<file path="config.mk">
export PLATFORM = sky130hd
export DESIGN_NAME = disp_palette_encoder
export DESIGN_NICKNAME = d
export VERILOG_FILES = /design/src/rtl/disp_pkg.sv /design/src/rtl/disp_palette_rf.sv /design/src/rtl/disp_palette_encoder.sv
export SDC_FILE = /design/constraint.sdc
export NUM_CORES = 1
export LEC_CHECK = 0
export CAP_MARGIN = 5
export CELL_PAD_IN_SITES_DETAIL_PLACEMENT = 0
export CELL_PAD_IN_SITES_GLOBAL_PLACEMENT = 1
export CORE_MARGIN = 2
export CORE_UTILIZATION = 40
export CTS_BUF_LIST = sky130_fd_sc_hd__clkbuf_16
export CTS_CLUSTER_DIAMETER = 100
export DETAILED_ROUTE_END_ITERATION = 7
export MAX_ROUTING_LAYER = met4
export PLACE_DENSITY = 0.7
export SLEW_MARGIN = 20
export SYNTH_ARGS = -nofsm -noshare
export SYNTH_HDL_FRONTEND = slang
export SYNTH_HIERARCHICAL = 1
export SYNTH_SLANG_ARGS = --single-unit
</file>
<file path="constraint.sdc">
create_clock -name clk -period 1.2 [get_ports clk]
set_input_delay 0.18 -clock clk [delete_from_list [all_inputs] [get_ports clk]]
set_output_delay 0.18 -clock clk [all_outputs]
set_load 0.005 [all_outputs]
</file>
<file path="src/rtl/disp_pkg.sv">
// Shared definitions for the display palette encoder.
// Holds the terrain codes, the palette index helpers for the two flag
// entries, and the reset-time default colour table.
package disp_pkg;

  // Terrain codes carried in the low bits of a display cell
  localparam int unsigned EMPTY      = 0;
  localparam int unsigned AIR        = 1;
  localparam int unsigned DIRT       = 2;
  localparam int unsigned GROUND     = 3;
  localparam int unsigned QUEEN      = 4;
  localparam int unsigned WALL       = 5;
  localparam int unsigned ERRORBLOCK = 6;
  localparam int unsigned TUNNEL     = 7;

  // Palette entry holding the sugar colour (directly after the terrain entries)
  function automatic int unsigned sugar_idx(input int unsigned terrain_w);
    return 32'd1 << terrain_w;
  endfunction

  // Palette entry holding the ant colour
  function automatic int unsigned ant_idx(input int unsigned terrain_w);
    return sugar_idx(terrain_w) + 32'd1;
  endfunction

  // Reset colour for palette entry idx; the 3/3 geometry reproduces the legacy table
  function automatic logic [31:0] default_colour(input int unsigned terrain_w,
                                                 input int unsigned col_w,
                                                 input int unsigned idx);
    logic [31:0] all_ones;
    all_ones = (col_w >= 32) ? 32'hFFFF_FFFF : ((32'd1 << col_w) - 32'd1);
    if (idx == sugar_idx(terrain_w)) begin
      return 32'd1;
    end
    if (idx == ant_idx(terrain_w)) begin
      return 32'd0;
    end
    if (terrain_w == 3 && col_w == 3) begin
      case (idx)
        GROUND:  return 32'd2;
        WALL:    return 32'd4;
        TUNNEL:  return 32'd4;
        default: return 32'd7;
      endcase
    end
    return all_ones;
  endfunction

endpackage

</file>
<file path="src/rtl/disp_palette_rf.sv">
// Palette register file: (2**TERRAIN_W + 2) entries of COL_W bits.
// Ports:
//   clk, rst_n  clock, asynchronous active-low reset (reloads default colours)
//   we_i        write strobe; wr_addr_i/wr_data_i select entry and colour
//               (addresses past the last entry are dropped)
//   rd_en_i     read strobe; rd_addr_i selects the entry
//   rd_data_o   registered read data, holds when rd_en_i is low
// A read and a write to the same entry on one edge return the old colour.
module disp_palette_rf
  import disp_pkg::*;
#(
  parameter int unsigned TERRAIN_W = 3,
  parameter int unsigned COL_W     = 3
) (
  input  logic               clk,
  input  logic               rst_n,
  input  logic               we_i,
  input  logic [TERRAIN_W:0] wr_addr_i,
  input  logic [COL_W-1:0]   wr_data_i,
  input  logic               rd_en_i,
  input  logic [TERRAIN_W:0] rd_addr_i,
  output logic [COL_W-1:0]   rd_data_o
);

  localparam int unsigned NE = ant_idx(TERRAIN_W) + 1;

  logic [COL_W-1:0] mem_q [NE];
  logic [COL_W-1:0] mem_d [NE];
  logic [COL_W-1:0] rd_data_q;
  logic [COL_W-1:0] rd_data_d;
  logic             wr_hit_c;

  assign wr_hit_c = we_i && (32'(wr_addr_i) < NE);

  // Next-state: write merges into the array, read samples the pre-write contents
  always_comb begin
    mem_d     = mem_q;
    rd_data_d = rd_data_q;
    if (wr_hit_c) begin
      mem_d[wr_addr_i] = wr_data_i;
    end
    if (rd_en_i) begin
      rd_data_d = mem_q[rd_addr_i];
    end
  end

  // Storage and read register
  always_ff @(posedge clk or negedge rst_n) begin
    if (!rst_n) begin
      for (int unsigned i = 0; i < NE; i++) begin
        mem_q[i] <= COL_W'(default_colour(TERRAIN_W, COL_W, i));
      end
      rd_data_q <= '0;
    end else begin
      mem_q     <= mem_d;
      rd_data_q <= rd_data_d;
    end
  end

  assign rd_data_o = rd_data_q;

endmodule

</file>
<file path="src/rtl/disp_palette_encoder.sv">
// Two-stage cell-to-colour encoder between display read-out and VGA driver.
// Stage 1 classifies a cell into a palette index (sugar > ant > terrain);
// stage 2 looks the index up in a run-time writable palette.
// Ports:
//   clk, rst_n    clock, asynchronous active-low reset
//   disp_valid    disp carries a live pixel this cycle
//   disp          {sugar, ant, terrain[TERRAIN_W-1:0]}
//   frame_start   one-cycle pulse per frame (only used for ant blinking)
//   pal_we        palette write strobe, pal_addr/pal_data select entry/colour
//   col_valid     outCol carries a pixel (exactly 2 cycles after disp_valid)
//   outCol        encoded colour, holds between valid pixels
// Build option: define ANT_BLINK_EN to hide ant-only cells every other
// 2**BLINK_PERIOD_LOG2 frames.
module disp_palette_encoder
  import disp_pkg::*;
#(
  parameter int unsigned TERRAIN_W         = 3,
  parameter int unsigned COL_W             = 3,
  parameter int unsigned BLINK_PERIOD_LOG2 = 5
) (
  input  logic                 clk,
  input  logic                 rst_n,
  input  logic                 disp_valid,
  input  logic [TERRAIN_W+1:0] disp,
  input  logic                 frame_start,
  input  logic                 pal_we,
  input  logic [TERRAIN_W:0]   pal_addr,
  input  logic [COL_W-1:0]     pal_data,
  output logic                 col_valid,
  output logic [COL_W-1:0]     outCol
);

  localparam int unsigned IDX_W       = TERRAIN_W + 1;
  localparam int unsigned BLINK_CNT_W = BLINK_PERIOD_LOG2 + 1;
  localparam logic [IDX_W-1:0] SUGAR_I = IDX_W'(sugar_idx(TERRAIN_W));
  localparam logic [IDX_W-1:0] ANT_I   = IDX_W'(ant_idx(TERRAIN_W));

  logic                 sugar_c;
  logic                 ant_c;
  logic [TERRAIN_W-1:0] terrain_c;
  logic                 ant_hide_c;
  logic [IDX_W-1:0]     idx_d;
  logic [IDX_W-1:0]     idx_q;
  logic                 s1_valid_q;
  logic                 col_valid_q;

  assign sugar_c   = disp[TERRAIN_W+1];
  assign ant_c     = disp[TERRAIN_W];
  assign terrain_c = disp[TERRAIN_W-1:0];

`ifdef ANT_BLINK_EN
  logic [BLINK_CNT_W-1:0] blink_cnt_q;
  logic [BLINK_CNT_W-1:0] blink_cnt_d;

  // Frame counter; its MSB marks the half-period in which ants are hidden
  always_comb begin
    blink_cnt_d = blink_cnt_q;
    if (frame_start) begin
      blink_cnt_d = blink_cnt_q + BLINK_CNT_W'(1);
    end
  end

  always_ff @(posedge clk or negedge rst_n) begin
    if (!rst_n) begin
      blink_cnt_q <= '0;
    end else begin
      blink_cnt_q <= blink_cnt_d;
    end
  end

  // Registered count: a pulse alongside a pixel only affects later pixels
  assign ant_hide_c = blink_cnt_q[BLINK_CNT_W-1];
`else
  logic [BLINK_CNT_W-1:0] unused_blink_c;

  assign unused_blink_c = {BLINK_CNT_W{frame_start}};
  assign ant_hide_c     = 1'b0;
`endif

  // Stage-1 classification; a hidden ant falls through to its terrain
  always_comb begin
    idx_d = {1'b0, terrain_c};
    if (sugar_c) begin
      idx_d = SUGAR_I;
    end else if (ant_c && !ant_hide_c) begin
      idx_d = ANT_I;
    end
  end

  // Index and valid pipeline
  always_ff @(posedge clk or negedge rst_n) begin
    if (!rst_n) begin
      idx_q       <= '0;
      s1_valid_q  <= 1'b0;
      col_valid_q <= 1'b0;
    end else begin
      idx_q       <= idx_d;
      s1_valid_q  <= disp_valid;
      col_valid_q <= s1_valid_q;
    end
  end

  // Stage-2 lookup; the read register doubles as the outCol register
  disp_palette_rf #(
    .TERRAIN_W (TERRAIN_W),
    .COL_W     (COL_W)
  ) u_palette_rf (
    .clk       (clk),
    .rst_n     (rst_n),
    .we_i      (pal_we),
    .wr_addr_i (pal_addr),
    .wr_data_i (pal_data),
    .rd_en_i   (s1_valid_q),
    .rd_addr_i (idx_q),
    .rd_data_o (outCol)
  );

  assign col_valid = col_valid_q;

endmodule

</file>
==> impl_metrics.env, run 1 <==
export IMPL_crit_path_top_delay_cell="dfrtp_1"
export IMPL_tightest_slew_ps=257
export IMPL_syn_nets=150
export IMPL_wl_um=3600
export IMPL_cts_tree="yes"
export IMPL_synth_area_leaders="dfrtp_1, dfstp_2, mux2_2, mux2i_1, nand3_1"
export IMPL_post_synth_top_area_cell="dfrtp_1"
export IMPL_place_gp_congestion=0.729
export IMPL_grt_overflow=0
export IMPL_ys_warn_count=6
export IMPL_ctsHoldBuffers=0
export IMPL_synth_area_um2=1800
export IMPL_grt_antenna_before_repair=0
export IMPL_syn2layout_area_growth_pct=29.9
export IMPL_ios=21
export IMPL_clk_latency_ps=270
export IMPL_crit_fanout=13
export IMPL_hpwlAfterDp_um=2650
export IMPL_viasPerCell=5.07
export IMPL_critPathMaxStageDelay_ps=390
export IMPL_postPlaceCellArea_um2=2160
export IMPL_p_leak_uw=0.000979
export IMPL_dr_pass1_iters=4
export IMPL_drc=0
export IMPL_reg2regPathDepth=5
export IMPL_p_per_area_nw_per_um2=1570
export IMPL_grt_max_degree=40
export IMPL_cts_root_buffer="clkbuf_16"
export IMPL_initial_core_util=0.413
export IMPL_ys_seq_elements=39
export IMPL_ff2ff_setup_slack_ps=-90
export IMPL_ys_types=23
export IMPL_drive_above_1_share=0.483
export IMPL_power_switching_uw=846
export IMPL_cts_made_buffers=5
export IMPL_rows=24
export IMPL_synth_top_area_share=0.278
export IMPL_fin_crit_sh=1.07
export IMPL_p_sw_frac=0.230
export IMPL_status="finished with violations"
export IMPL_syn_inst=133
export IMPL_finalWorstSetupSlack_ps=-89.7
export IMPL_hold_path_class="in2async"
export IMPL_cts_max_level=2
export IMPL_max_clock_path_buffers=2
export IMPL_clockPowerShare=0.328
export IMPL_path_class="reg2reg"
export IMPL_cp_start_kind="flop"
export IMPL_fin_crit_ps=1290
export IMPL_cts_sinks=39
export IMPL_peakVddDrop_uv=668
export IMPL_seqPwrFrac=0.496
export IMPL_n_fill_cell=373
export IMPL_pwr_share_comb=0.175
export IMPL_finalClockSkew_ps=1.22
export IMPL_failed_checks="setup timing"
export IMPL_syn_area_per_cell_um2=13.5
export IMPL_cp_end_kind="flop"
export IMPL_rsz0062_at_grt="true"
export IMPL_dieArea_um2=5050
export IMPL_nets=190
export IMPL_ant_nets=0
export IMPL_yosysSeqAreaShare=0.556
export IMPL_grt_pass1_vias=1239
export IMPL_chipHeight_um=71.0
export IMPL_setup_viol=3
export IMPL_grt_use_total=0.164
export IMPL_slew_violations=0
export IMPL_coreArea_um2=4350
export IMPL_clock_fmax_mhz=775
export IMPL_internal_power_uw=2830
export IMPL_drtIter0Drc=31
export IMPL_fin_area_um2=2340
export IMPL_r2r_start="idx_q[0]"
export IMPL_clk_pin_slew_ps=50
export IMPL_vias=1145
export IMPL_routedWlPerCell_um=15.9
export IMPL_reg2reg_to="u_palette_rf/rd_data_o[2]"
export IMPL_slew_headroom=0.829
export IMPL_diodes=0
export IMPL_crit_chain="buf_12 > mux2i_1 > a22oi_1 > nand3_1 > a31oi_1"
export IMPL_grt_pass1_wl_um=6090
export IMPL_crit_arrival_ps=1490
export IMPL_worst_ep_required_time_ps=1400
export IMPL_cap_violations=0
export IMPL_die_w_um=71.0
export IMPL_io_buffers=19
export IMPL_finalHoldViolCount=0
export IMPL_fin_total_pwr_uw=3670
-- area by class of cell --
class                           count  area, um^2  area share
Timing Repair Buffer               38         347       0.148
Sequential cell                    39        1000       0.428
Clock inverter                      3        11.3     0.00482
Multi-Input combinational cell     89         788       0.337
Clock buffer                        5         125      0.0536
Tap cell                           52        65.1      0.0279
-- worst max-delay path by stage --
stage                start                        end  slack [ps]  depth (start not counted)
2_1_floorplan     idx_q[0]  u_palette_rf/rd_data_o[1]           3                          6
3_3_place_gp   pal_addr[0]     u_palette_rf/mem_q[23]        -420                          5
3_5_place_dp   pal_addr[1]      u_palette_rf/mem_q[1]        -470                          4
4_1_cts           idx_q[0]  u_palette_rf/rd_data_o[1]        -100                          5
5_1_grt           idx_q[0]  u_palette_rf/rd_data_o[2]        -200                          5
6_report          idx_q[0]  u_palette_rf/rd_data_o[2]         -90                          5
-- flip-flops by register name (all words and copies together), names as in the netlist --
register / count
idx_q: 4
col_valid: 1
s1_valid_q: 1
u_palette_rf/mem_q: 30
u_palette_rf/rd_data_o: 3
-- power by group through the flow --
stage               clock network (uW)  registers, uW  logic, uW
floorplan                            0           1800        406
CTS                               1240           1820        642
global route                      1310           1860        714
detailed placement                   0           1850        636
global placement                     0           1830        616
finish                            1210           1820        645
-- synth_stat cells --
cell type  number
a21oi_1         3
a22oi_1         3
a31oi_1         3
buf_1           3
buf_4           1
buf_6           1
dfrtp_1        20
dfstp_2        19
mux2_1          3
mux2_2         30
mux2i_1        12
nand2_1         2
nand2b_1        2
nand3_1        10
nand3b_1        3
nor2_1          7
nor2b_1         2
nor3_2          2
nor3b_1         2
nor3b_2         2
nor4_2          1
o21ba_2         1
or2_1           1
-- through the flow --
step                      setup slack (ps)  instances  hold WS (ps)  setup TNS [ps]  utilization
after floorplan                       2.75        133          -116               0            -
after global placement                -417        214           486          -10850        0.496
after detailed placement              -471        214           488          -11740        0.496
after CTS                             -102        222           289            -224        0.531
after global routing                  -200        226           310            -492        0.536
final                                -89.7        226           279            -255        0.536
-- what timing repair did --
item,CTS,global route
gates resized for setup,16,1
endpoints found under the setup margin,37,6
pin swaps,11,4
setup buffers,0,4
-- layout by cell type (no fill, tap or decap), types with 2 or more instances in the layout --
master and instances:
nor2b_1 2, mux2_2 30, dfrtp_1 20, a21oi_1 3
nor2_1 6, nand2_1 2, mux2i_1 12, nand3_1 10
dlygate4sd2_1 8, nor3b_1 2, buf_4 16, clkdlybuf4s50_1 10
dfstp_2 19, clkbuf_16 5, clkinv_1 2, mux2_4 3
nor3_2 2, buf_12 2, nand2b_1 2, a22oi_1 3
nand3b_1 3, a31oi_1 3
-- logic make-up (layout without fill, tap and decap cells) --
| group | after synthesis | in the layout | synth area share |
|---|---|---|---|
| mux | 45 | 45 | 0.273 |
| compound gates | 10 | 10 | 0.0369 |
| flops | 39 | 39 | 0.556 |
| buf+inv | 5 | 46 | 0.0167 |
| simple gates | 34 | 34 | 0.117 |
-- layer usage --
layer	GRT usage	wire length, um	up-vias
li1	-	-	562
met1	0.205	1650	567
met2	0.256	1810	12
met3	0.0484	96	4
met4	0.0503	44	0
met5	-	0	-
-- worst max-delay path: cells and delay by family (launching register included) --
| family | cells | cell delay, ps |
|---|---|---|
| flops | 1 | 390 |
| compound gates | 2 | 410 |
| mux | 1 | 130 |
| simple gates | 1 | 130 |
| buf+inv | 1 | 160 |
No activity file was read; power rests on OpenSTA's default activity.
==> run 2: changes to the inputs <==
--- a/config.mk
+++ b/config.mk
@@ -11,10 +11,11 @@
 export CORE_MARGIN = 2
 export CORE_UTILIZATION = 40
 export CTS_BUF_LIST = sky130_fd_sc_hd__clkbuf_16
-export CTS_CLUSTER_DIAMETER = 100
+export CTS_CLUSTER_DIAMETER = 150
 export DETAILED_ROUTE_END_ITERATION = 7
 export MAX_ROUTING_LAYER = met4
 export PLACE_DENSITY = 0.7
+export SETUP_SLACK_MARGIN = 0.15
 export SLEW_MARGIN = 20
 export SYNTH_ARGS = -nofsm -noshare
 export SYNTH_HDL_FRONTEND = slang
==> impl_metrics.env, run 2 (same netlist as run 1, synthesis figures left out) <==
export IMPL_p_per_area_nw_per_um2=1660
export IMPL_fin_area_um2=2360
export IMPL_viasPerCell=5.19
export IMPL_fin_crit_ps=1280
export IMPL_cts_max_level=2
export IMPL_dr_pass1_iters=4
export IMPL_chipHeight_um=71.0
export IMPL_dieArea_um2=5050
export IMPL_coreArea_um2=4350
export IMPL_wl_um=3690
export IMPL_grt_max_degree=40
export IMPL_n_fill_cell=349
export IMPL_rsz0062_at_grt="true"
export IMPL_cts_sinks=39
export IMPL_drtIter0Drc=59
export IMPL_status="finished with violations"
export IMPL_r2r_start="idx_q[0]"
export IMPL_peakVddDrop_uv=886
export IMPL_drc=0
export IMPL_failed_checks="setup timing"
export IMPL_fin_crit_sh=1.07
export IMPL_clk_latency_ps=280
export IMPL_grt_pass1_wl_um=6330
export IMPL_p_leak_uw=0.000979
export IMPL_finalWorstSetupSlack_ps=-84.5
export IMPL_place_gp_congestion=0.826
export IMPL_rows=24
export IMPL_vias=1146
export IMPL_drive_above_1_share=0.550
export IMPL_seq_area_um2=1000
export IMPL_cp_end_kind="flop"
export IMPL_nets=185
export IMPL_tightest_slew_ps=270
export IMPL_postPlaceCellArea_um2=2150
export IMPL_ctsHoldBuffers=0
export IMPL_cts_root_buffer="clkbuf_16"
export IMPL_slew_violations=0
export IMPL_reg2regPathDepth=5
export IMPL_diodes=0
export IMPL_grt_use_total=0.172
export IMPL_routedWlPerCell_um=16.7
export IMPL_final_common_cell="mux2_2"
export IMPL_crit_arrival_ps=1470
export IMPL_setup_viol=3
export IMPL_syn2layout_area_growth_pct=31.5
export IMPL_max_clock_path_buffers=2
export IMPL_io_buffers=19
export IMPL_grt_pass1_vias=1276
export IMPL_cap_violations=0
export IMPL_multi_input_area_um2=827
export IMPL_largest_reg_flops=30
export IMPL_slew_headroom=0.820
export IMPL_hpwlAfterDp_um=2730
export IMPL_largest_register="u_palette_rf/mem_q"
export IMPL_ant_nets=0
export IMPL_cts_made_buffers=5
export IMPL_crit_fanout=15
export IMPL_initial_core_util=0.413
export IMPL_cp_start_kind="flop"
export IMPL_ios=21
export IMPL_pre_cts_ws_ps=-443
export IMPL_finalClockSkew_ps=1.45
export IMPL_cts_tree="yes"
export IMPL_finalHoldViolCount=0
export IMPL_ff2ff_setup_slack_ps=-80
export IMPL_path_class="reg2reg"
export IMPL_final_cell_mix="mux2_2, dfrtp_1, dfstp_2"
export IMPL_clock_fmax_mhz=779
export IMPL_hold_path_class="in2async"
export IMPL_whs_ps=278
export IMPL_worst_ep_required_time_ps=1390
export IMPL_die_w_um=71.0
export IMPL_final_util=0.543
export IMPL_fin_total_pwr_uw=3930
export IMPL_clk_pin_slew_ps=50
export IMPL_grt_overflow=0
export IMPL_grt_antenna_before_repair=0
export IMPL_reg2reg_to="u_palette_rf/rd_data_o[2]"
run 2: changes by cell type in the layout (fill, tap and decap cells not counted), sizes merged:
cell | before | now
clkdlybuf4s15 | 0 | 2
dlygate4sd2 | 8 | 0
clkbuf | 6 | 9
bufinv | 0 | 1
inv | 1 | 0
buf | 19 | 17
run 2: area by class of cell:
class,instances,area share
multi-input cells,89,0.350
clock buffers,5,0.0529
clock inverters,3,0.0164
flip-flops and latches,39,0.423
well taps,52,0.0275
repair buffers,33,0.130
run 2: layer usage:
layer | global-route usage | wire [um] | up-vias
li1 | - | - | 562
met1 | 0.201 | 1560 | 564
met2 | 0.292 | 2000 | 15
met3 | 0.0513 | 105 | 5
met4 | 0.0377 | 34 | 0
met5 | - | 0 | -
run 2: worst max-delay path, stage by stage (launching register included):
cell and delay, ps:
dfrtp_1 390, buf_12 160, mux2i_1 140, a22oi_2 200
nand3_2 100, a31oi_1 200
run 2: timing repair:
action | CTS | global route
setup buffers | 1 | 0
setup endpoints to repair | 37 | 30
resized for setup | 32 | 17
pin swaps | 8 | 8
run 2: where the power goes:
part           internal (uW)  leakage [uW]  switching [uW]
Clock                    967     0.0000812             466
Sequential              1680      0.000443             139
Combinational            400      0.000455             273
Total                   3050      0.000979             878
run 2: stage by stage:
step | std cells | TNS [ps]
final | 221 | -206
after global routing | 221 | -455
after CTS | 221 | -244
after detailed placement | 212 | -11820
after global placement | 212 | -11140
after floorplan | 133 | 0
run 2: worst max-delay path by stage:
stage | from | to | cells past startpoint
after floorplan | idx_q[0] | u_palette_rf/rd_data_o[1] | 6
after global placement | pal_addr[1] | u_palette_rf/mem_q[12] | 5
after detailed placement | pal_addr[1] | u_palette_rf/mem_q[2] | 4
after CTS | idx_q[0] | u_palette_rf/rd_data_o[2] | 5
after global routing | idx_q[0] | u_palette_rf/rd_data_o[2] | 5
final | idx_q[0] | u_palette_rf/rd_data_o[2] | 5
